## config.mk

```make
export PLATFORM = sky130hd
export DESIGN_NAME = counter_arbiter
export DESIGN_NICKNAME = d
export VERILOG_FILES = /design/src/rtl/counter_arbiter.sv
export SDC_FILE = /design/constraint.sdc
export NUM_CORES = 1
export LEC_CHECK = 0
export CELL_PAD_IN_SITES_DETAIL_PLACEMENT = 0
export CELL_PAD_IN_SITES_GLOBAL_PLACEMENT = 1
export CORE_ASPECT_RATIO = 0.8
export CORE_MARGIN = 1.5
export CORE_UTILIZATION = 39
export DETAILED_ROUTE_END_ITERATION = 10
export HOLD_SLACK_MARGIN = 0.02
export PLACE_DENSITY = 0.87
export SLEW_MARGIN = 20
export SYNTH_ARGS = -nofsm -noshare
export SYNTH_HDL_FRONTEND = slang
export SYNTH_SLANG_ARGS = --single-unit
export TNS_END_PERCENT = 100
```

## constraint.sdc

```tcl
create_clock -name clk -period 4.3 [get_ports clk]
set_input_delay 0.86 -clock clk [delete_from_list [all_inputs] [get_ports clk]]
set_output_delay 0.86 -clock clk [all_outputs]
set_load 0.05 [all_outputs]
```

## src/rtl/counter_arbiter.sv

```systemverilog
`default_nettype none
// ============================================================================
//  Module      : counter_arbiter
//  Description : Round-robin scheduler sharing one modulo up-counter among
//                N_REQ requesters. The owner runs for its latched slot
//                length in enabled ticks, receives a one-cycle done pulse,
//                and priority then rotates past it. Dropping the request
//                mid-slot aborts without a done pulse.
//  Revision    : 1.0 - initial release
// ============================================================================
module counter_arbiter #(
    parameter int N_REQ = 4,
    parameter int WIDTH = 4
) (
    input  logic                     clk,
    input  logic                     reset,
    input  logic                     en,
    input  logic [N_REQ-1:0]         req,
    input  logic [N_REQ*WIDTH-1:0]   len,
    output logic [N_REQ-1:0]         grant,
    output logic [N_REQ-1:0]         done,
    output logic                     busy,
    output logic [WIDTH-1:0]         count
);

    localparam int PTR_W = (N_REQ > 1) ? $clog2(N_REQ) : 1;

    typedef enum logic [1:0] {
        S_IDLE = 2'd0,
        S_RUN  = 2'd1,
        S_DONE = 2'd2
    } state_t;

    state_t             state_q, state_d;
    logic [PTR_W-1:0]   ptr_q,   ptr_d;
    logic [PTR_W-1:0]   owner_q, owner_d;
    logic [WIDTH-1:0]   count_q, count_d;
    // Terminal count value, i.e. effective slot length minus one.
    logic [WIDTH-1:0]   last_q,  last_d;
    logic [N_REQ-1:0]   grant_q, grant_d;
    logic [N_REQ-1:0]   done_q,  done_d;
    logic               busy_q,  busy_d;

    // Round-robin selection results
    logic               sel_found;
    logic [PTR_W-1:0]   sel_idx;
    logic [PTR_W-1:0]   sel_cand;
    int                 sel_scan;
    logic [WIDTH-1:0]   sel_len;
    logic [PTR_W-1:0]   owner_next;

    // Per-requester view of the flattened length bus
    logic [WIDTH-1:0]   len_arr [N_REQ];

    generate
        for (genvar gi = 0; gi < N_REQ; gi++) begin : g_len_unpack
            assign len_arr[gi] = len[gi*WIDTH +: WIDTH];
        end
    endgenerate

    // Find the first requesting index at or after the rotating pointer.
    always_comb begin
        sel_found = 1'b0;
        sel_idx   = '0;
        sel_cand  = '0;
        sel_scan  = 0;
        for (int k = 0; k < N_REQ; k++) begin
            sel_scan = (int'(ptr_q) + k) % N_REQ;
            sel_cand = PTR_W'(sel_scan);
            if (!sel_found && req[sel_cand]) begin
                sel_found = 1'b1;
                sel_idx   = sel_cand;
            end
        end
    end

    // Length of the selected requester and the pointer value that follows
    // the current owner.
    always_comb begin
        sel_len    = len_arr[sel_idx];
        owner_next = (owner_q == PTR_W'(N_REQ - 1)) ? '0 : owner_q + PTR_W'(1);
    end

    // Next-state and registered-output computation.
    always_comb begin
        state_d = state_q;
        ptr_d   = ptr_q;
        owner_d = owner_q;
        count_d = count_q;
        last_d  = last_q;
        grant_d = grant_q;
        done_d  = '0;
        busy_d  = busy_q;

        case (state_q)
            S_IDLE: begin
                if (sel_found) begin
                    state_d = S_RUN;
                    owner_d = sel_idx;
                    grant_d = N_REQ'(1) << sel_idx;
                    busy_d  = 1'b1;
                    count_d = '0;
                    // A zero length is treated as a one-tick slot.
                    last_d  = (sel_len == '0) ? '0 : sel_len - WIDTH'(1);
                end
            end

            S_RUN: begin
                if (!req[owner_q]) begin
                    // Abort wins over counting and over terminal detection.
                    state_d = S_IDLE;
                    grant_d = '0;
                    busy_d  = 1'b0;
                    count_d = '0;
                    ptr_d   = owner_next;
                end else if (en) begin
                    if (count_q == last_q) begin
                        state_d = S_DONE;
                        done_d  = grant_q;
                    end else begin
                        count_d = count_q + WIDTH'(1);
                    end
                end
            end

            S_DONE: begin
                state_d = S_IDLE;
                grant_d = '0;
                busy_d  = 1'b0;
                count_d = '0;
                ptr_d   = owner_next;
            end

            default: begin
                state_d = S_IDLE;
                grant_d = '0;
                busy_d  = 1'b0;
                count_d = '0;
            end
        endcase
    end

    // State and output registers with asynchronous clear.
    always_ff @(posedge clk or posedge reset) begin
        if (reset) begin
            state_q <= S_IDLE;
            ptr_q   <= '0;
            owner_q <= '0;
            count_q <= '0;
            last_q  <= '0;
            grant_q <= '0;
            done_q  <= '0;
            busy_q  <= 1'b0;
        end else begin
            state_q <= state_d;
            ptr_q   <= ptr_d;
            owner_q <= owner_d;
            count_q <= count_d;
            last_q  <= last_d;
            grant_q <= grant_d;
            done_q  <= done_d;
            busy_q  <= busy_d;
        end
    end

    assign grant = grant_q;
    assign done  = done_q;
    assign busy  = busy_q;
    assign count = count_q;

endmodule
`default_nettype wire

```

Yosys cells after proc, flatten, opt, wreduce, memory -nomap -nowiden
Cells that the tools add are included.

Bits in registers: 23. Output and inout port bits: 13. Logic and storage cells: 90.

Add/subtract/negate cells: 6. $lt $le $gt $ge: 6. Equality and inequality tests: 9. Shift-type cells: 1. Muxes and demuxes: 45. Bitwise gates (word level): 1. Reductions and logical operators: 14.

Operators by type and width (count): two-way mux 4 bit (13); two-way mux 2 bit (10); case mux 4 bit (2 select lines) (2); < comparator 2 x 3 -> 1 bit, second input constant (5); two-way mux 1 bit (11); binary-select mux 1 bit (select 2 bit) (5); != test 3 bit, second input constant (3); binary-select mux 4 bit (select 2 bit) (1); case mux 2 bit (2 select lines) (2); AND reduction 2 bit (3); AND reduction 3 bit (2); adder 2 x 1 -> 2 bit, second input constant (2); adder 2 bit, second input constant (2); adder 4 x 1 -> 4 bit, second input constant (1); == test 2 bit, second input constant (2); == test 4 bit (1); zero test 4 bit (1); != test 2 bit, second input constant (2); << shifter 1 x 2 -> 4 bit, first input constant (1); subtractor 4 x 1 -> 4 bit, second input constant (1); >= comparator 3 bit, second input constant (1); logical AND 1 bit (3); zero test 1 bit (3); NOT 2 -> 3 bit (1); 4 further kinds (4).

Logic depth before layout (Yosys ltp)
Depth in word-level cells: 18. Depth in mapped cells: 8.

Worst setup path before layout
No wires, ideal clock.

Path type: input port to flip-flop. Start: input port req[2]. End: register last_q[2]. Arrival: 2400 ps. Slack: 1776 ps. Cell stages on the path: 8. Buffers on the path: 1. Cell sequence: mux2i_1 nor2_1 a311oi_2 buf_6 mux2i_1 mux2i_4 nor4b_2 o31a_1.

Longest elaborated chain between the ends: 18. Elaborated cells on any way between the ends: 30. Classes of those cells: add/sub (1); mux (20); bitwise (1); reduce/logical (8).

Ends and longest elaborated chain: start: declaration (RTL line 18) `input logic [N_REQ-1:0] req,`; binary-select mux 1 bit (select 2 bit) (RTL line 70) `if (!sel_found && req[sel_cand]) begin`; two-way mux 1 bit (implied by the code) (RTL line 70); two-way mux 1 bit (RTL line 70); zero test 1 bit (RTL line 70); logical AND 1 bit (RTL line 70); two-way mux 1 bit (RTL line 70); zero test 1 bit (RTL line 70); logical AND 1 bit (RTL line 70); two-way mux 1 bit (RTL line 70); zero test 1 bit (RTL line 70); logical AND 1 bit (RTL line 70); two-way mux 2 bit (RTL line 70); NOT 2 -> 3 bit (implied by the code) (RTL line 80) `sel_len = len_arr[sel_idx];`; binary-select mux 4 bit (select 2 bit) (RTL line 80); two-way mux 4 bit (implied by the code) (2 in a row) (RTL line 80); subtractor 4 x 1 -> 4 bit / zero test 4 bit (equally long branches) (RTL line 104) `last_d = (sel_len == '0) ? '0 : sel_len - WIDTH'(1);`; two-way mux 4 bit (RTL line 104); end signal: assignment (RTL line 159) `last_q <= last_d;`; end: declaration (RTL line 39) `logic [WIDTH-1:0] last_q, last_d;`.

Parallel ways exist; a longest one is shown, timed or not. The select of a mux whose other input is x is not followed. A chain may end at the register's enable or synchronous reset.

Final worst setup path
Start: input port req[0]. End: register last_q[2].

The elaborated chain is that of the path after synthesis.

==> flow_summary.yaml <==
outcome:
  outcome: "completed"
drt:
  wl_per_cell_um: 14.63
  routed-wl-met3_um: 146
  dr_wl_met2_um: 1382
  drc: 0
  vias: 1085
  final_antenna_net_count: 0
  drtPass1Iterations: 4
  wl_um: 2999
  drt-initial-drc-count: 46
  via_per_inst: 5.293
  top_layer_used: "met4"
  wl_met1_um: 1412
sta:
  fmax_mhz: 344.0
  slew_viol_final: 0
  layout_worst_path_cycle_share_pct: 67.61
  worst_pin_slew_ns: 0.8725
  fin_ws_ns: 1.393
  skew_ns: 0.001149
  max_slew_margin_pct: 41.77
  rsz0062_at_grt: "no"
  fin_crit_ns: 2.907
  fin_setup_tns_ns: 0
  hold_violations: 0
  timing.hold.ws_ns: 0.5000
  setup_viol: 0
clock_network:
  numCtsBuffers: 3
  cts_max_path_buffers: 2
  clock-root-buffer: "clkbuf_8"
  worstSkewPairLatency_ns: 0.27
  cts_setup_buffers: 0
  clkTransAtPathRegs_ns: 0.08
  cts-hold-fix-buffers: 0
  cts_sinks: 23
  tritoncts: "yes"
  post_cts_resized: 0
  cts_max_level: 1
logic_synthesis:
  synth_cells: 127
  yosys_register_bits: 23
  synth_top_area_share_pct: 43.52
  ys.flop_type: "dfrtp_1"
  synthMostInstantiatedCell: "dfrtp_1"
  synthTopCellsByCount: "23 x dfrtp_1, 18 x nand2_1, 9 x mux2i_1, 9 x nor2_1, 8 x a21oi_1"
  synthTopCellsByArea: "dfrtp_1 44%, mux2i_1 6.8%, nand2_1 5.1%"
  synth_cell_types: 39
  ys_warn_count: 0
  synth_nets: 152
  synth_top_area_cell: "dfrtp_1"
  synth_seq_area_share_pct: 43.52
  ys_async_sr_fraction_pct: 100.0
  syn_area_sq_um: 1323
  synth_edf_count: 0
  synth.avg_cell_area_sq_um: 10.41
critical_path:
  crit_chain: "clkdlybuf4s50_1 -> mux2i_1 -> nor2_1 -> a311oi_2 -> buf_4 -> mux2i_1 -> mux2_2 -> a21boi_2 -> o31a_1"
  start_kind: "primary input"
  rr_startpoint: "ptr_q[1]$_DFFE_PP0P_"
  path_max_fanout: 12
  slowest_delay_ns: 0.51
  cp_common_cell: "mux2i_1"
  end_kind: "register"
  criticalPathCategory: "primary input to register"
  timing.rr.end: "last_q[2]$_DFFE_PP0P_"
  r2r_cells: 8
  ff2ff_setup_slack_ns: 1.98
  required_ns: 4.46
  crit_path_top_delay_cell: "clkdlybuf4s50_1"
  cp_num_buf_inv: 2
  crit_arrival_ns: 3.07
  path_delay_family: "multiplexers"
power_and_ir_drop:
  power_density_nw_per_um2: 619.1
  ir_worst_vdd_mv: 0.2512
  p_leak_nw: 0.7751
  total_power_mw: 1.090
grt:
  grt_overflow: 0
  grt_first_pass_wirelength_um: 5043
  grt_max_degree: 24
  antenna_found_initial: 0
  grt_use_total_pct: 19.21
  grt_pass1_vias: 1052
die:
  die_w_um: 68.11
  core_area_sq_um: 3153
  pin_count: 36
  start_util_pct: 41.94
  dieHeight_um: 55.09
  rows: 18
  dieArea_sq_um: 3752
run:
  cap_violations: 0
placed_design:
  gp_congestion: 0.9178
  dpl.hpwl_um: 2317
  portBuffers: 35
  pre_cts_ws_ns: 1.122
hold_path:
  hold_class: "register to register"
  worstHoldStart: "busy$_DFFE_PP0P_"
  hold_depth: 2
  hold_path_end: "busy$_DFFE_PP0P_"
layout:
  final_nets: 191
  drive_gt1_share_pct: 9.697
  area_growth_syn_to_layout_pct: 33.11
  fillerInstances: 280
  n_antenna_cell: 0
worst register-to-register path, stage by stage, from the launching register on:
cell and delay (ns):
dfrtp_1 0.47, mux2i_1 0.21, nor2_1 0.08, a311oi_2 0.25, buf_4 0.26, mux2i_1 0.37, mux2_2 0.26, a21boi_2 0.07
o31a_1 0.24
cells in the final DEF, fill, tap and decap left out, drive strengths merged, types with 3 or more instances in the layout:
cell type / synthesis / final
and3: 4 / 4
nor2: 9 / 9
clkdlybuf4s50: 0 / 35
xor2: 4 / 4
mux2i: 13 / 13
o21ai: 8 / 8
a21oi: 8 / 8
mux2: 3 / 3
nand2: 18 / 18
dfrtp: 23 / 23
clkbuf: 1 / 4
inv: 4 / 4
and2: 4 / 4
state kept, by name, indices dropped and copies added, names as in the netlist:
signal,flops
done,4
ptr_q,2
last_q,4
grant,4
busy,1
owner_q,2
count,4
state_q,2
through the flow:
step,util (%),cells,instance area (sq um)
CTS,55.83,205,1760
floorplan,-,127,1323
global route,55.83,205,1760
finish,55.83,205,1760
detailed placement,54.40,201,1715
global placement,54.40,201,1715
worst max-delay path by stage:
stage,startpoint,end,cells after the start
floorplan,req[2],last_q[2]$_DFFE_PP0P_,8
global placement,req[0],last_q[2]$_DFFE_PP0P_,9
detailed placement,req[0],last_q[2]$_DFFE_PP0P_,9
CTS,req[0],last_q[2]$_DFFE_PP0P_,9
global route,req[0],last_q[2]$_DFFE_PP0P_,9
finish,req[0],last_q[2]$_DFFE_PP0P_,9
per-layer routing:
layer / GRT usage [%] / vias to the layer above
li1: - / 535
met2: 31.07 / 35
met4: 8.667 / 0
met3: 4.858 / 5
met5: 0 / -
met1: 24.46 / 510
power breakdown:
part           total [mW]  leakage [nW]  internal (mW)  switching [mW]
Combinational       0.597         0.454          0.249           0.349
Sequential          0.356         0.298          0.287          0.0684
Clock               0.137        0.0228         0.0663          0.0703
logic make-up after synthesis:
kind of cell	synth area share, %
mux	17.22
fa+ha+maj	1.892
buf+inv	2.838
compound gates	15.04
simple gates	16.84
xor+xnor	2.649
flops	43.52
area by class of cell:
type,instances,area (sq um),share of cell area (%)
timing repair buffer,37,365.4,20.75
tap,40,50.05,2.843
multi-input combinational,97,709.4,40.30
inverter,4,15.01,0.8529
clock buffer,4,45.04,2.559
sequential,23,575.6,32.69
Power figures use the tool's default switching activity.
